--- src/rtl/bullet_pkg.sv ---
// bullet_pkg: shared constants, coordinate type and scheduler state enum
package bullet_pkg;
  typedef logic [9:0] coord_t;
  localparam logic [7:0] FIRE_KEY = 8'd44;
  localparam coord_t X_STEP = 10'd8;
  localparam coord_t X_MAX  = 10'd639;
  localparam coord_t B_SIZE = 10'd4;
  typedef enum logic {S_READY, S_COOLDOWN} state_t;
endpackage

--- src/rtl/bullet_scheduler_if.sv ---
// bullet_scheduler_if: keyboard/player inputs and packed bullet outputs of the scheduler
interface bullet_scheduler_if
  import bullet_pkg::*;
#(
  parameter int NUM_SLOTS = 4
);
  logic [7:0] keycode;
  coord_t BallX, BallY, BallS;
  logic [10*NUM_SLOTS-1:0] BulletX, BulletY;
  coord_t BulletS;
  logic [NUM_SLOTS-1:0] slot_active;
  logic fire_ack, pool_full;
  modport master (
    output keycode, BallX, BallY, BallS,
    input  BulletX, BulletY, BulletS, slot_active, fire_ack, pool_full
  );
  modport slave (
    input  keycode, BallX, BallY, BallS,
    output BulletX, BulletY, BulletS, slot_active, fire_ack, pool_full
  );
endinterface

--- src/rtl/bullet_slot.sv ---
// bullet_slot: one projectile's position/live registers with spawn load, per-frame advance and edge retire
module bullet_slot
  import bullet_pkg::*;
(
  input  logic   frame_clk,
  input  logic   Reset,
  input  logic   spawn,
  input  coord_t spawn_x,
  input  coord_t spawn_y,
  output coord_t x,
  output coord_t y,
  output logic   active
);
  logic retire;
  assign retire = ({1'b0, x} + {1'b0, X_STEP} + {1'b0, B_SIZE}) >= {1'b0, X_MAX};
  // spawn wins over motion; a retiring bullet freezes where it stopped
  always_ff @(posedge frame_clk or negedge Reset)
    if (!Reset) begin
      x <= '0;
      y <= '0;
      active <= 1'b0;
    end else if (spawn) begin
      x <= spawn_x;
      y <= spawn_y;
      active <= 1'b1;
    end else if (active) begin
      if (retire) active <= 1'b0;
      else x <= x + X_STEP;
    end
endmodule

--- src/rtl/bullet_scheduler.sv ---
// bullet_scheduler: fire-key edge detect, cooldown FSM and round-robin slot allocator (BULLET_AUTOFIRE_EN: level-triggered fire)
module bullet_scheduler
  import bullet_pkg::*;
#(
  parameter int NUM_SLOTS = 4,
  parameter int COOLDOWN  = 8
) (
  input logic frame_clk,
  input logic Reset,
  bullet_scheduler_if.slave bus
);
  localparam int SW = NUM_SLOTS > 1 ? $clog2(NUM_SLOTS) : 1;
  localparam int CW = COOLDOWN > 1 ? $clog2(COOLDOWN) : 1;
`ifdef BULLET_AUTOFIRE_EN
  localparam bit AUTOFIRE = 1'b1;
`else
  localparam bit AUTOFIRE = 1'b0;
`endif
  state_t state, state_n;
  logic [CW-1:0] cnt, cnt_n;
  logic [SW-1:0] rr, chosen, idx;
  logic [NUM_SLOTS-1:0] active, spawn;
  logic key_hit, key_prev, fire_req, found, ready, accept, fire_ack;
  coord_t spawn_x, spawn_y;
  assign key_hit  = bus.keycode == FIRE_KEY;
  assign fire_req = key_hit && (AUTOFIRE || !key_prev);
  // the counter's final frame also counts as ready so shots can be exactly COOLDOWN frames apart
  assign ready    = state == S_READY || cnt == '0;
  assign accept   = ready && fire_req && found;
  assign spawn_x  = bus.BallX + bus.BallS;
  assign spawn_y  = bus.BallY + bus.BallS;
  assign bus.slot_active = active;
  assign bus.pool_full   = &active;
  assign bus.fire_ack    = fire_ack;
  assign bus.BulletS     = B_SIZE;
  // first free slot at or after rr, wrapping; retiring slots still read as occupied
  always_comb begin
    found = 1'b0;
    chosen = rr;
    idx = '0;
    for (int i = 0; i < NUM_SLOTS; i++) begin
      idx = SW'((int'(rr) + i) % NUM_SLOTS);
      if (!found && !active[idx]) begin
        found = 1'b1;
        chosen = idx;
      end
    end
  end
  // cooldown FSM next state: accepted shot reloads, otherwise count down to READY
  always_comb begin
    state_n = state;
    cnt_n = cnt;
    if (accept) begin
      state_n = S_COOLDOWN;
      cnt_n = CW'(COOLDOWN - 1);
    end else if (state == S_COOLDOWN) begin
      state_n = cnt == '0 ? S_READY : S_COOLDOWN;
      cnt_n = cnt == '0 ? cnt : cnt - 1'b1;
    end
  end
  // FSM, edge-detect history, allocator pointer and ack pulse
  always_ff @(posedge frame_clk or negedge Reset)
    if (!Reset) begin
      state <= S_READY;
      cnt <= '0;
      key_prev <= 1'b0;
      rr <= '0;
      fire_ack <= 1'b0;
    end else begin
      state <= state_n;
      cnt <= cnt_n;
      key_prev <= key_hit;
      fire_ack <= accept;
      if (accept) rr <= chosen == SW'(NUM_SLOTS - 1) ? '0 : chosen + 1'b1;
    end
  for (genvar g = 0; g < NUM_SLOTS; g++) begin : g_slot
    assign spawn[g] = accept && chosen == SW'(g);
    bullet_slot u_slot (
      .frame_clk(frame_clk),
      .Reset(Reset),
      .spawn(spawn[g]),
      .spawn_x(spawn_x),
      .spawn_y(spawn_y),
      .x(bus.BulletX[10*g +: 10]),
      .y(bus.BulletY[10*g +: 10]),
      .active(active[g])
    );
  end
endmodule
--- src/flat_wrapper.sv ---
// flat-port wrapper written by rule: the top's interface ports become plain ports
module bullet_scheduler_flat import bullet_pkg::*;
#(
  parameter int NUM_SLOTS = 4,
  parameter int COOLDOWN  = 8
)
  (frame_clk, Reset, bus_keycode, bus_BallX, bus_BallY, bus_BallS, bus_BulletX, bus_BulletY, bus_BulletS, bus_slot_active, bus_fire_ack, bus_pool_full);
  bullet_scheduler_if #(.NUM_SLOTS(NUM_SLOTS)) bus_i ();
  input logic frame_clk;
  input logic Reset;
  input wire logic [$bits(bus_i.keycode)-1:0] bus_keycode;
  input wire logic [$bits(bus_i.BallX)-1:0] bus_BallX;
  input wire logic [$bits(bus_i.BallY)-1:0] bus_BallY;
  input wire logic [$bits(bus_i.BallS)-1:0] bus_BallS;
  output wire logic [$bits(bus_i.BulletX)-1:0] bus_BulletX;
  output wire logic [$bits(bus_i.BulletY)-1:0] bus_BulletY;
  output wire logic [$bits(bus_i.BulletS)-1:0] bus_BulletS;
  output wire logic [$bits(bus_i.slot_active)-1:0] bus_slot_active;
  output wire logic [$bits(bus_i.fire_ack)-1:0] bus_fire_ack;
  output wire logic [$bits(bus_i.pool_full)-1:0] bus_pool_full;
  assign bus_i.keycode = bus_keycode;
  assign bus_i.BallX = bus_BallX;
  assign bus_i.BallY = bus_BallY;
  assign bus_i.BallS = bus_BallS;
  assign bus_BulletX = bus_i.BulletX;
  assign bus_BulletY = bus_i.BulletY;
  assign bus_BulletS = bus_i.BulletS;
  assign bus_slot_active = bus_i.slot_active;
  assign bus_fire_ack = bus_i.fire_ack;
  assign bus_pool_full = bus_i.pool_full;
  bullet_scheduler #(.NUM_SLOTS(NUM_SLOTS), .COOLDOWN(COOLDOWN)) u_core (.frame_clk(frame_clk), .Reset(Reset), .bus(bus_i));
endmodule
--- config.mk ---
export PLATFORM = sky130hd
export DESIGN_NAME = bullet_scheduler_flat
export DESIGN_NICKNAME = d
export VERILOG_FILES = /design/src/rtl/bullet_pkg.sv /design/src/rtl/bullet_scheduler_if.sv /design/src/rtl/bullet_slot.sv /design/src/rtl/bullet_scheduler.sv /design/src/flat_wrapper.sv
export SDC_FILE = /design/constraint.sdc
export NUM_CORES = 1
export LEC_CHECK = 0
export ABC_AREA = 1
export BUFFER_PORTS_ARGS = -buffer_cell sky130_fd_sc_hd__clkbuf_2
export CAP_MARGIN = 20
export CORE_UTILIZATION = 50
export CTS_CLUSTER_SIZE = 30
export DETAILED_ROUTE_END_ITERATION = 7
export PLACE_DENSITY = 0.77
export SLEW_MARGIN = 40
export SYNTH_ARGS = -nofsm -noshare
export SYNTH_HDL_FRONTEND = slang
export SYNTH_SLANG_ARGS = --single-unit
export TNS_END_PERCENT = 100
--- constraint.sdc ---
create_clock -name frame_clk -period 2.2 [get_ports frame_clk]
set_input_delay 0.22 -clock frame_clk [delete_from_list [all_inputs] [get_ports frame_clk]]
set_output_delay 0.22 -clock frame_clk [all_outputs]
set_load 0.02 [all_outputs]
### Yosys cells after proc, flatten, opt, wreduce, memory -nomap -nowiden

Cells that the tools add are included.
Widths: inputs -> output; s select.

* $lt $le $gt $ge: 8
* bitwise logic cells: 1
* add/sub/neg operators: 19
* mux-type cells: 46
* reduce and logical (&&, ||, !) cells: 30
* multipliers: 0
* div/mod/pow operators: 0
* shifts and indexed selects: 0
* equal/unequal tests: 9

Operator list (number)
* $mux 10: 12
* $add 10x4->11 const B: 4
* $add 11x3->11 const B: 4
* $ge 11x10->1 const B: 4
* $add 10x4->10 const B: 4
* $mux 1: 23
* $add 10x10->10: 2
* $lt 2x3->1 const B: 4
* $logic_and 1x1->1: 10
* $reduce_and 2->1: 5
* $reduce_bool 2->1: 5
* $mux 3: 3
* $bmux 1 s2: 4
* $eq 8x6->1 const B: 1
* $mux 2: 4
* $ne 2x2->1 const B: 4
* $logic_not 1->1: 6
* $add 2x1->2 const B: 2
* $add 2x2->2 const B: 2
* $eq 2x2->1 const B: 2
* $reduce_and 4->1: 1
* $logic_not 3->1: 1
* $sub 3x1->3 const B: 1
* $eq 2x1->1 const B: 1
* other kinds (4): 4

* input bits: 40
* bits in registers: 92
* word-level logic and storage cells: 130
* bits in writable memories: 0
* latch bits: 0
* memories kept: 0
* output and inout port bits: 96
* bits in read-only memories: 0

### Depth between registers and ports, before layout

Gate-level depths: netlist (run 1).

* depth after elaboration: 16
* depth in mapped cells: 20
* mapped depth without buffers: 19

### Cells and area by module

A second synthesis (run 1) with hierarchy kept.

* cell total of the unflattened synthesis: 911
* area, all modules: 6545.0 µm²

By module, submodules not included
* bullet_slot: area an instance 1216.2 µm², times used 4, cells an instance 165, seq. area each 525.5 µm²
* bullet_scheduler: area an instance 1680.4 µm², times used 1, cells an instance 251, seq. area each 200.2 µm²

### Worst setup path after synthesis (run 1)

No wires, ideal clock.

* kind: register -> register
* start: reg u_core.rr[0]
* end: reg u_core.g_slot[2].u_slot.x[9]
* library setup time: 0.117 ns
* required time: 2.083 ns
* arrival: 2.134 ns
* slack: -0.051 ns
* stages on the path, launching flop included: 18
* period minus slack after synthesis: 2.251 ns
* path buffers: 2
* path through: dfrtp_1 buf_4 o21ai_0 nand2_1 nand2_1 nand2_1 nand2_1 nand2_1 nand2_1 nand2_1 a21boi_0 ha_1 nand4_1 buf_2 nand2_1 nand2_1 nand2_1 nand2_1

* word-level cells in the longest chain between the ends: 16
* elaborated cells between the ends (all ways): 33
* those cells by class: add/sub: 3; eq/ne: 2; mux: 16; reduce/logical: 12

RTL lines
* from (decl): line bullet_scheduler.sv:21 `logic [SW-1:0] rr, chosen, idx;`
* from (signal assigned): line bullet_scheduler.sv:74 `if (accept) rr <= chosen == SW'(NUM_SLOTS - 1) ? '0 : chosen + 1'b1;`
* $add 2x1->2: line bullet_scheduler.sv:42 `idx = SW'((int'(rr) + i) % NUM_SLOTS);`
* $bmux 1 s2: line bullet_scheduler.sv:43 `if (!found && !active[idx]) begin`
* $mux 1 (not written as such): line bullet_scheduler.sv:43
* $logic_not 1->1: line bullet_scheduler.sv:43
* $logic_and 1x1->1: line bullet_scheduler.sv:43
* $mux 1: line bullet_scheduler.sv:43
* $logic_not 1->1: line bullet_scheduler.sv:43
* $logic_and 1x1->1: line bullet_scheduler.sv:43
* $mux 1: line bullet_scheduler.sv:43
* $logic_not 1->1: line bullet_scheduler.sv:43
* $logic_and 1x1->1: line bullet_scheduler.sv:43
* $mux 2 / $mux 1 (equally long branches): line bullet_scheduler.sv:43
* $eq 2x2->1 / $logic_and 1x1->1 (equally long branches): line bullet_scheduler.sv:77, bullet_scheduler.sv:29
* $logic_and 1x1->1 (*): line bullet_scheduler.sv:77 `assign spawn[g] = accept && chosen == SW'(g);`
* $ne 2x2->1 (no source line) / $reduce_bool 2->1 (equally long branches)
* $reduce_and 2->1 (no source line)
* to (signal assigned): line bullet_slot.sv:23 `x <= spawn_x;`
* to (signal assigned): line bullet_slot.sv:28 `else x <= x + X_STEP;`
* to (decl): line bullet_slot.sv:10 `output coord_t x,`

Every way passes the cells marked *; elsewhere a longest branch is shown, timed or not. The select of a mux whose other input is x is not followed.
A chain may end at the register's enable or synchronous reset.

### Worst setup path after layout (run 1)

Ends and elaborated chain as after synthesis.

==> results of run 1 <==
-- final timing paths --
| path | slack (ns) | cells past startpoint | to | start |
|---|---|---|---|---|
| worst min-delay path | 0.21 | 4 | u_core.key_prev | bus_keycode[4] |
| worst max-delay path | -0.38 | 19 | u_core.g_slot[2].u_slot.x[9] | u_core.rr[0] |
| min in group asynchronous | 0.49 | 3 | u_core.g_slot[1].u_slot.x[4] | Reset |
| max in group asynchronous | 1.33 | 3 | u_core.rr[0] | Reset |
| worst max register to register | -0.38 | 19 | u_core.g_slot[2].u_slot.x[9] | u_core.rr[0] |
| worst min register to register | 0.49 | 2 | u_core.g_slot[3].u_slot.y[9] | u_core.g_slot[3].u_slot.y[9] |
-- kinds of logic after synthesis --
kind of cell               count (synthesis)
AOI/OAI and AO/OA                         82
xor gates and xnor gates                  34
adders and majority gates                 42
buffers and inverters                    128
DFF                                       92
other                                      2
and+or+nand+nor                          526
-- cell type report --
type	instances	area [µm²]	area share [%]
clock buffer	10	239.0	2.899
clock inverter	6	93.84	1.138
inverter	93	357.8	4.341
multi-input combinational	696	3736	45.32
sequential	92	2303	27.94
tap	168	210.2	2.550
timing repair buffer	189	1304	15.81
-- report_power, final --
| part | total, mW | switching, mW | internal [mW] | leakage, nW |
|---|---|---|---|---|
| Sequential | 1.69 | 0.0000568 | 1.69 | 1.24 |
| Combinational | 0.501 | 0.354 | 0.148 | 3.20 |
| Clock | 1.73 | 0.690 | 1.04 | 0.160 |
-- worst register-to-register path, stage by stage, from the launching register on --
cell	delay [ns]
dfrtp_2	0.47
buf_6	0.15
nand2_2	0.05
nand2_2	0.09
nand2_2	0.09
nand2_4	0.09
inv_2	0.05
nor2_4	0.12
nand2_1	0.08
nand2_1	0.09
nand2_2	0.07
a21boi_2	0.15
ha_2	0.21
nand4_1	0.20
buf_12	0.22
buf_8	0.13
nand2_2	0.06
nand2_1	0.07
nand2_1	0.06
nand2_1	0.05
-- cell usage after synthesis --
library cell and number:
a21boi_0 1, a21o_1 1, a21oi_1 7, a31oi_1 4, a41oi_1 1, buf_2 14
buf_4 15, buf_6 4, clkbuf_1 2, conb_1 2, dfrtp_1 92, fa_1 2
ha_1 40, inv_1 91, inv_2 2, nand2_1 367, nand2_2 13, nand3_1 74
nand3b_1 4, nand4_1 12, nand4_4 1, nor2_1 46, nor2_4 5, nor2_8 1
nor3_1 2, nor4_1 1, o211ai_1 1, o21ai_0 49, o21ai_1 9, o21ai_2 1
o21bai_1 6, o31a_1 1, o31ai_1 1, xnor2_1 8, xor2_1 26
-- state kept, by name, summed over array words and instances (netlist names) --
name,count
u_core.g_slot.u_slot.x,40
u_core.g_slot.u_slot.y,40
u_core.g_slot.u_slot.active,4
u_core.cnt,3
u_core.rr,2
u_core.bus.fire_ack,1
u_core.key_prev,1
u_core.state,1
-- routing by layer --
metal  GRT usage (%)  vias up
li1                -     3195
met1           37.90     3004
met2           46.02      278
met3           5.799       50
met4           12.12        0
met5               0        -
-- per-stage QoR --
stage / power [mW] / TNS, ns / setup WS (ns)
floorplan: 1.988 / 0 / 0.01792
global route: 4.042 / -31.69 / -0.5401
global placement: 2.196 / -4.302 / -0.1362
detailed placement: 2.203 / -8.443 / -0.1913
finish: 3.919 / -20.01 / -0.3815
CTS: 3.909 / -8.872 / -0.1938
-- what timing repair did --
action / 4_1_cts / 5_1_grt
endpoints found under the hold margin: 92 / 0
gates cloned: 8 / 2
setup buffers: 11 / 5
setup endpoints to repair: 84 / 86
hold buffers: 1 / 0
gates resized for setup: 55 / 40
pin swaps: 18 / 18
==> run summary, run 1 <==
outcome -> complete, but fails checks
failing checks -> negative setup slack
ranking of synthesized cells by area -> dfrtp_1 36%, nand2_1 22%, ha_1 7.8%
cell row count -> 40
combinational family with the most area after synthesis -> simple AND/OR/NAND/NOR gates
MaxCap Viol Count -> 0
clock slew at reported path FFs -> 0.07 ns
core footprint -> 12260 µm²
1st-iter DRT viols -> 478
routed length per instance -> 14.96 µm
M1 WL -> 8078 µm
Die W -> 115.2 µm
complex-gate fraction of the synthesized area -> 7.052%
final core utilization -> 67.23%
Residual DRC -> 0
number of buffers created by CTS -> 9
Layout area overhead -> 28.72%
simple-gate share of the synthesized area -> 34.67%
top layer in use -> met4
CP top delay family -> simple AND/OR/NAND/NOR gates
slowest stage cell on the critical path -> dfrtp_2
period utilization -> 117.3%
Vias per Instance -> 5.205
initial antenna violation count -> 0
Leak -> 4.604 nW
drt first pass iters -> 5
number of port buffers -> 125
layout cells sized above 1 -> 25.97%
ANT nets after route -> 0
Max IR drop VDD -> 0.3287 mV
Final Hold Viols -> 0
latest clock arrival within the worst-skew pair -> 0.35 ns
Vias -> 6527
fin worst setup slack -> -0.3815 ns
first-pass GRT wire length -> 29300 µm
GRT overflow -> 0
max-slew violation count -> 0
kind of critical path -> reg2reg
vias in the first global route -> 5956
xor and xnor fraction of the mapped netlist area -> 4.649%
crit-path max cell delay -> 0.47 ns
WP buf/inv -> 4
Initial Util -> 52.23%
htree depth -> 3
CTS Root Cell -> clkbuf_16
CP required -> 2.45 ns
Detailed Place HPWL -> 12700 µm
Synth top area share -> 35.94%
worst path cell trace -> buf_6, nand2_2, nand2_2, nand2_2, nand2_4, inv_2, nor2_4, nand2_1, nand2_1, nand2_2, a21boi_2, ha_2, nand4_1, buf_12, buf_8, nand2_2, nand2_1, nand2_1, nand2_1
met3 wire len -> 1419 µm
Worst setup SP type -> register
endpoints failing setup -> 84
total clock sinks -> 92
Worst Tran Pin Value -> 0.7864 ns
final estimated routing congestion in global placement -> 0.9132
largest net degree at the start of global routing -> 93
Routed Wire Length -> 18770 µm
Post-Syn Area -> 6405 µm²
fin crit period -> 2.581 ns
Yosys top cell by area -> dfrtp_1
Worst slew margin -> 47.39%
mux cell area share after synthesis -> 0%
clock skew -> 0.01196 ns
CTS tree -> done
post-synth cell types -> 35
placed inst area -> 7381 µm²
Synth Instances -> 906
WP data arrival -> 2.83 ns
Synth Register Bits -> 92
P per Cell Area -> 475.4 nW/µm²
upper clock frequency limit -> 387.4 MHz
Setup crit end kind -> register
fillers -> 1022
Non-Filler Instances -> 1254
RSZ-0062 raised after global routing -> yes
commonest non-fill, non-tap cell in the layout -> nand2_1
Min-Delay Path Class -> in2reg
die height -> 115.2 µm
global-route usage over all layers -> 28.71%
DR WL met2 -> 8575 µm
Max Root-Sink Buffers -> 2
Hold WS -> 0.2097 ns
mean post-synth cell area -> 7.069 µm²
Diodes inserted -> 0
register area share after synthesis -> 35.94%
Adder-Cell Fraction of Synth Area -> 8.439%
most frequent cells in the layout -> 339 x nand2_1, 124 x clkbuf_2, 91 x dfrtp_1
Placed Cells -> 1211
I/O Pins -> 136
post-route cell area -> 8244 µm²
Synth Warn # -> 0
die area -> 13270 µm²
# nets final -> 1163
worst-path maximum fanout -> 6
Note: power is estimated with default switching activity, not from simulation.
==> run 2: changes to the inputs <==
--- a/config.mk
+++ b/config.mk
@@ -10,8 +10,8 @@
 export CAP_MARGIN = 20
 export CORE_UTILIZATION = 50
+export CTS_BUF_LIST = sky130_fd_sc_hd__clkbuf_4 sky130_fd_sc_hd__clkbuf_8
 export CTS_CLUSTER_SIZE = 30
 export DETAILED_ROUTE_END_ITERATION = 7
 export PLACE_DENSITY = 0.77
-export SLEW_MARGIN = 40
 export SYNTH_ARGS = -nofsm -noshare
 export SYNTH_HDL_FRONTEND = slang
==> constraint.sdc (replaced) <==
create_clock -name frame_clk -period 2.2 [get_ports frame_clk]
set_input_delay 0.22 -clock frame_clk [delete_from_list [all_inputs] [get_ports frame_clk]]
set_output_delay 0.22 -clock frame_clk [all_outputs]
set_load 0.01 [all_outputs]
==> run 2 against run 1 <==
The run still ends with negative setup slack left. Sequential share of layout area is 0.70 points higher. Largest power group is now registers. Clock skew rose by 0.0073 ns. Wire length down 3.6%. Register-to-register slack gained 0.09 ns. First-iteration DRC count shrank 28%. Non-clock buffer count decreased by 5. Critical path depth is 3 lower. Critical endpoint is now u_core.g_slot[2].u_slot.y[4].
==> run summary, run 2 (synthesized netlist as in run 1, its figures left out) <==
outcome -> complete, but fails checks
failing checks -> negative setup slack
clock skew -> 0.01931 ns
placed inst area -> 7381 µm²
1st-iter DRT viols -> 346
crit-path max cell delay -> 0.44 ns
Worst setup SP type -> register
initial antenna violation count -> 0
fillers -> 1031
I/O Pins -> 136
Worst R2R End -> u_core.g_slot[2].u_slot.y[4]
final core utilization -> 65.58%
met3 wire len -> 1463 µm
Worst slew margin -> 50.73%
latest clock arrival within the worst-skew pair -> 0.37 ns
WHS Endpoint -> u_core.key_prev
Layout area overhead -> 25.55%
kind of critical path -> reg2reg
ANT nets after route -> 0
Worst path most repeated cell -> nand2_2
die area -> 13270 µm²
WP buf/inv -> 4
Leak -> 4.481 nW
worst-path maximum fanout -> 7
worst path cell trace -> buf_6, nand2_2, o21ai_2, nand2_2, nand2_4, inv_2, nor2_4, nand2_1, nand2_1, nand2_2, a21boi_2, ha_2, nand4_1, buf_4, clkbuf_16, o21ai_1
Multi-input gate area -> 3737 µm²
Tot Pwr -> 3.478 mW
register area -> 2303 µm²
fin worst setup slack -> -0.2871 ns
P_int -> 2.518 mW
core footprint -> 12260 µm²
Clock power frac -> 37.5%
setup_tns -> -16.37 ns
post-route cell area -> 8041 µm²
Vias per Instance -> 5.163
CTS tree -> done
M1 WL -> 7867 µm
Detailed Place HPWL -> 12700 µm
Max Root-Sink Buffers -> 2
number of buffers created by CTS -> 9
final estimated routing congestion in global placement -> 0.9132
most frequent cells in the layout -> 344 x nand2_1, 124 x clkbuf_2, 91 x dfrtp_1
Comb pwr share -> 13.9%
R2R cell count -> 16
GRT overflow -> 0
commonest non-fill, non-tap cell in the layout -> nand2_1
DR WL met2 -> 8350 µm
switching share of power -> 27.60%
vias in the first global route -> 5692
Worst Tran Pin Value -> 0.7365 ns
Die W -> 115.2 µm
clock slew at reported path FFs -> 0.10 ns
Vias -> 6448
routed length per instance -> 14.48 µm
Setup crit end kind -> register
total clock sinks -> 92
worst reg-to-reg setup slack -> -0.29 ns
Initial Util -> 52.23%
number of port buffers -> 125
Hold WS -> 0.1857 ns
Reg-to-Reg Start -> u_core.rr[0]
Max IR drop VDD -> 0.3092 mV
Diodes inserted -> 0
upper clock frequency limit -> 402.1 MHz
Min-Delay Path Class -> in2reg
endpoints failing setup -> 84
P per Cell Area -> 432.6 nW/µm²
fin crit period -> 2.487 ns
slowest stage cell on the critical path -> dfrtp_2
global-route usage over all layers -> 26.97%
Regs by FF count -> u_core.g_slot.u_slot.x: 40 flops, u_core.g_slot.u_slot.y: 40 flops, u_core.g_slot.u_slot.active: 4 flops
MaxCap Viol Count -> 0
top layer in use -> met4
CP required -> 2.50 ns
Final Hold Viols -> 0
largest net degree at the start of global routing -> 93
die height -> 115.2 µm
WP data arrival -> 2.78 ns
first-pass GRT wire length -> 27850 µm
Hold Crit Depth -> 4
htree depth -> 3
Routed Wire Length -> 18090 µm
RSZ-0062 raised after global routing -> yes
net switching power -> 960.0 µW
max-slew violation count -> 0
CP top delay family -> simple AND/OR/NAND/NOR gates
# nets final -> 1158
hold wc startpoint -> bus_keycode[4]
drt first pass iters -> 5
CTS Root Cell -> clkbuf_8
period utilization -> 113.1%
layout cells sized above 1 -> 25.07%
cell row count -> 40
Seq pwr share -> 48.6%
Residual DRC -> 0
run 2: tightest hold or removal path, stage by stage:
cell      delay (ns)
clkbuf_2        0.07
nor2_1          0.04
nand2_2         0.11
nor2_8          0.06
run 2: area by class of cell:
cell class	count	share of cell area, %
multi-input cells	696	46.48
flip-flops and latches	92	28.64
repair buffers	184	14.98
inverters	93	4.403
well taps	168	2.614
clock buffers	10	1.712
clock inverters	6	1.167
run 2: timing repair:
| action | CTS | global route |
|---|---|---|
| gates cloned | 4 | 5 |
| hold endpoints to repair | 92 | 0 |
| endpoints found under the setup margin | 84 | 86 |
| hold buffers | 1 | 0 |
| pin swaps | 5 | 16 |
| gates resized for setup | 37 | 49 |
| setup buffers | 4 | 9 |
run 2: per-stage QoR:
| step | worst slack [ns] | std cells |
|---|---|---|
| after floorplan | 0.01804 | 914 |
| after detailed placement | -0.1913 | 1211 |
| after global routing | -0.3941 | 1249 |
| final | -0.2871 | 1249 |
| after CTS | -0.1158 | 1236 |
| after global placement | -0.1362 | 1211 |
run 2: worst max path at each step:
| stage | from | end | slack, ns | cells past startpoint |
|---|---|---|---|---|
| global placement | u_core.rr[0] | u_core.g_slot[2].u_slot.x[6] | -0.14 | 17 |
| floorplan | u_core.rr[0] | u_core.g_slot[2].u_slot.x[9] | 0.02 | 17 |
| detailed placement | u_core.rr[0] | u_core.g_slot[2].u_slot.x[6] | -0.19 | 17 |
| global route | u_core.rr[0] | u_core.g_slot[2].u_slot.y[4] | -0.39 | 15 |
| finish | u_core.rr[0] | u_core.g_slot[2].u_slot.y[4] | -0.29 | 16 |
| CTS | u_core.rr[0] | u_core.g_slot[3].u_slot.x[9] | -0.12 | 17 |
run 2: metal layers:
metal,global-route usage [%],vias to the layer above
met5,0,-
met4,6.494,0
met3,6.484,29
met2,43.33,272
met1,36.77,2962
li1,-,3185
run 2: power groups by stage:
stage | combinational, mW | clock, mW | sequential [mW]
finish | 0.483 | 1.31 | 1.69
global placement | 0.466 | 0 | 1.72
global route | 0.531 | 1.39 | 1.69
floorplan | 0.256 | 0 | 1.72
detailed placement | 0.472 | 0 | 1.72
CTS | 0.477 | 1.32 | 1.69
==> run 3: changes to the inputs <==
Settings changed: CORE_UTILIZATION 50 to 41, PLACE_DENSITY 0.77 to 0.65, SLEW_MARGIN set to 15.
==> run 3 against run 2 <==
The run still ends with negative setup slack left. Global-route usage fell by 3.8 points. Non-clock buffer count increased by 9. Register-to-register slack worse by 0.05 ns. Wire length increased by 4.3%. Sequential power about the same. Combinational power is 4.6% higher. First-iteration DRC count up 2.9%. Sequential cell count stayed put.
==> run summary, run 3 (synthesized netlist as in run 1, its figures left out) <==
clock slew at reported path FFs -> 0.11 ns
final core utilization -> 55.29%
GRT overflow -> 0
vias in the first global route -> 5936
WP data arrival -> 2.84 ns
Min-Delay Path Class -> in2reg
Non-Filler Instances -> 1279
1st-iter DRT viols -> 356
failing checks -> negative setup slack
total clock sinks -> 92
worst reg-to-reg setup slack -> -0.34 ns
Diodes inserted -> 0
fin crit period -> 2.538 ns
die height -> 127.0 µm
Routed Wire Length -> 18860 µm
Initial Util -> 42.13%
dpl ws -> -0.2484 ns
kind of critical path -> reg2reg
Die W -> 127.0 µm
ANT nets after route -> 0
layout cells sized above 1 -> 29.06%
core footprint -> 15200 µm²
P per Cell Area -> 402.1 nW/µm²
# nets final -> 1168
upper clock frequency limit -> 393.9 MHz
latest clock arrival within the worst-skew pair -> 0.39 ns
grt met1 use -> 31.14%
outcome -> complete, but fails checks
number of buffers created by CTS -> 9
fin worst setup slack -> -0.3385 ns
MaxCap Viol Count -> 0
Vias -> 6390
die area -> 16130 µm²
fillers -> 1415
RSZ-0062 raised after global routing -> yes
met3 usage -> 5.486%
CTS Root Cell -> clkbuf_8
register area -> 2303 µm²
commonest non-fill, non-tap cell in the layout -> nand2_1
grt met2 use -> 37.56%
first-pass GRT wire length -> 29350 µm
period utilization -> 115.4%
Layout area overhead -> 31.24%
global-route usage over all layers -> 23.12%
Vias per Instance -> 4.996
Detailed Place HPWL -> 13220 µm
cell row count -> 45
drt first pass iters -> 5
number of port buffers -> 125
Worst setup SP type -> register
worst-path maximum fanout -> 8
setup_tns -> -21.27 ns
largest net degree at the start of global routing -> 60
clock skew -> 0.01529 ns
Leak -> 4.621 nW
endpoints failing setup -> 84
Placed Cells -> 1228
I/O Pins -> 136
max-slew violation count -> 0
Max Root-Sink Buffers -> 2
GRT busiest layer -> met2
Regs by FF count -> u_core.g_slot.u_slot.x: 40 flops, u_core.g_slot.u_slot.y: 40 flops, u_core.g_slot.u_slot.active: 4 flops
initial antenna violation count -> 0
Setup crit end kind -> register
htree depth -> 3
final estimated routing congestion in global placement -> 0.9263
Multi-input gate area -> 3963 µm²
Worst Tran Pin Value -> 0.7957 ns
Final Hold Viols -> 0
CTS tree -> done
routed length per instance -> 14.74 µm
Max IR drop VDD -> 0.3302 mV
Residual DRC -> 0
most frequent cells in the layout -> 316 x nand2_1, 124 x clkbuf_2, 91 x dfrtp_1
Worst slew margin -> 46.77%
CP required -> 2.50 ns
==> run 3: changes by cell type in the layout (fill, tap and decap cells not counted), sizes merged <==
cell / previous run / this run
buf: 56 / 66
bufinv: 2 / 0
clkbuf: 137 / 135
clkinv: 1 / 3
inv: 95 / 96
nor2: 54 / 55
==> run 3: per-layer routing <==
| metal | vias up | share of wire, % |
|---|---|---|
| li1 | 3199 | - |
| met1 | 2965 | 45 |
| met2 | 197 | 47 |
| met3 | 29 | 6.2 |
| met4 | 0 | 1.8 |
| met5 | - | 0 |
==> run 3: metrics by stage <==
step / cell area [µm²] / hold slack (ns) / power (mW)
global route: 8406 / 0.1668 / 3.511
global placement: 7371 / 0.1171 / 2.204
CTS: 8041 / 0.1650 / 3.380
floorplan: 6435 / -0.07559 / 1.980
detailed placement: 7371 / 0.1152 / 2.206
finish: 8406 / 0.1704 / 3.380
==> run 3: critical path, stage by stage, from the launching register on <==
cell and delay, ns:
dfrtp_2 0.47, buf_6 0.14, nand2_2 0.05, o21ai_2 0.06, nand2_1 0.10, nand2_4 0.09
inv_2 0.05, nor2_4 0.13, nand4_1 0.19, a21boi_4 0.21, buf_6 0.12, ha_4 0.15
nand4_1 0.10, buf_6 0.17, buf_12 0.18, nand2_8 0.08, nand2_1 0.10, nand2_2 0.05
==> run 3: timing repair <==
item                                   in CTS  in global routing
pin swaps                                  21                 31
resized for setup                          73                 95
buffers inserted                           18                  8
hold buffers                                1                  0
cloned                                      6                  6
setup endpoints to repair                  84                 85
endpoints found under the hold margin      17                  0
==> run 3: final timing paths <==
path | from | endpoint | cells past startpoint
min | bus_keycode[4] | u_core.key_prev | 4
min reg2reg | u_core.g_slot[3].u_slot.y[5] | u_core.g_slot[3].u_slot.y[5] | 2
min in group asynchronous | Reset | u_core.g_slot[1].u_slot.x[7] | 2
max | u_core.rr[0] | u_core.g_slot[2].u_slot.x[7] | 17
max reg2reg | u_core.rr[0] | u_core.g_slot[2].u_slot.x[7] | 17
max in group asynchronous | Reset | u_core.g_slot[0].u_slot.y[2] | 3
==> run 3: where the power goes <==
part	total (mW)	switching [mW]	internal (mW)	leakage [nW]
Clock	1.18	0.731	0.454	0.100
Sequential	1.69	0.0000572	1.69	1.24
Combinational	0.505	0.353	0.152	3.28
Total	3.38	1.08	2.30	4.62
==> run 3: area by class of cell <==
| class | count | share of cell area [%] |
|---|---|---|
| Clock buffer | 9 | 1.474 |
| Timing Repair Buffer | 193 | 15.84 |
| Sequential cell | 92 | 27.40 |
| Multi-Input combinational cell | 697 | 47.14 |
| Clock inverter | 7 | 0.9229 |
| Tap cell | 188 | 2.798 |
| Inverter | 93 | 4.421 |
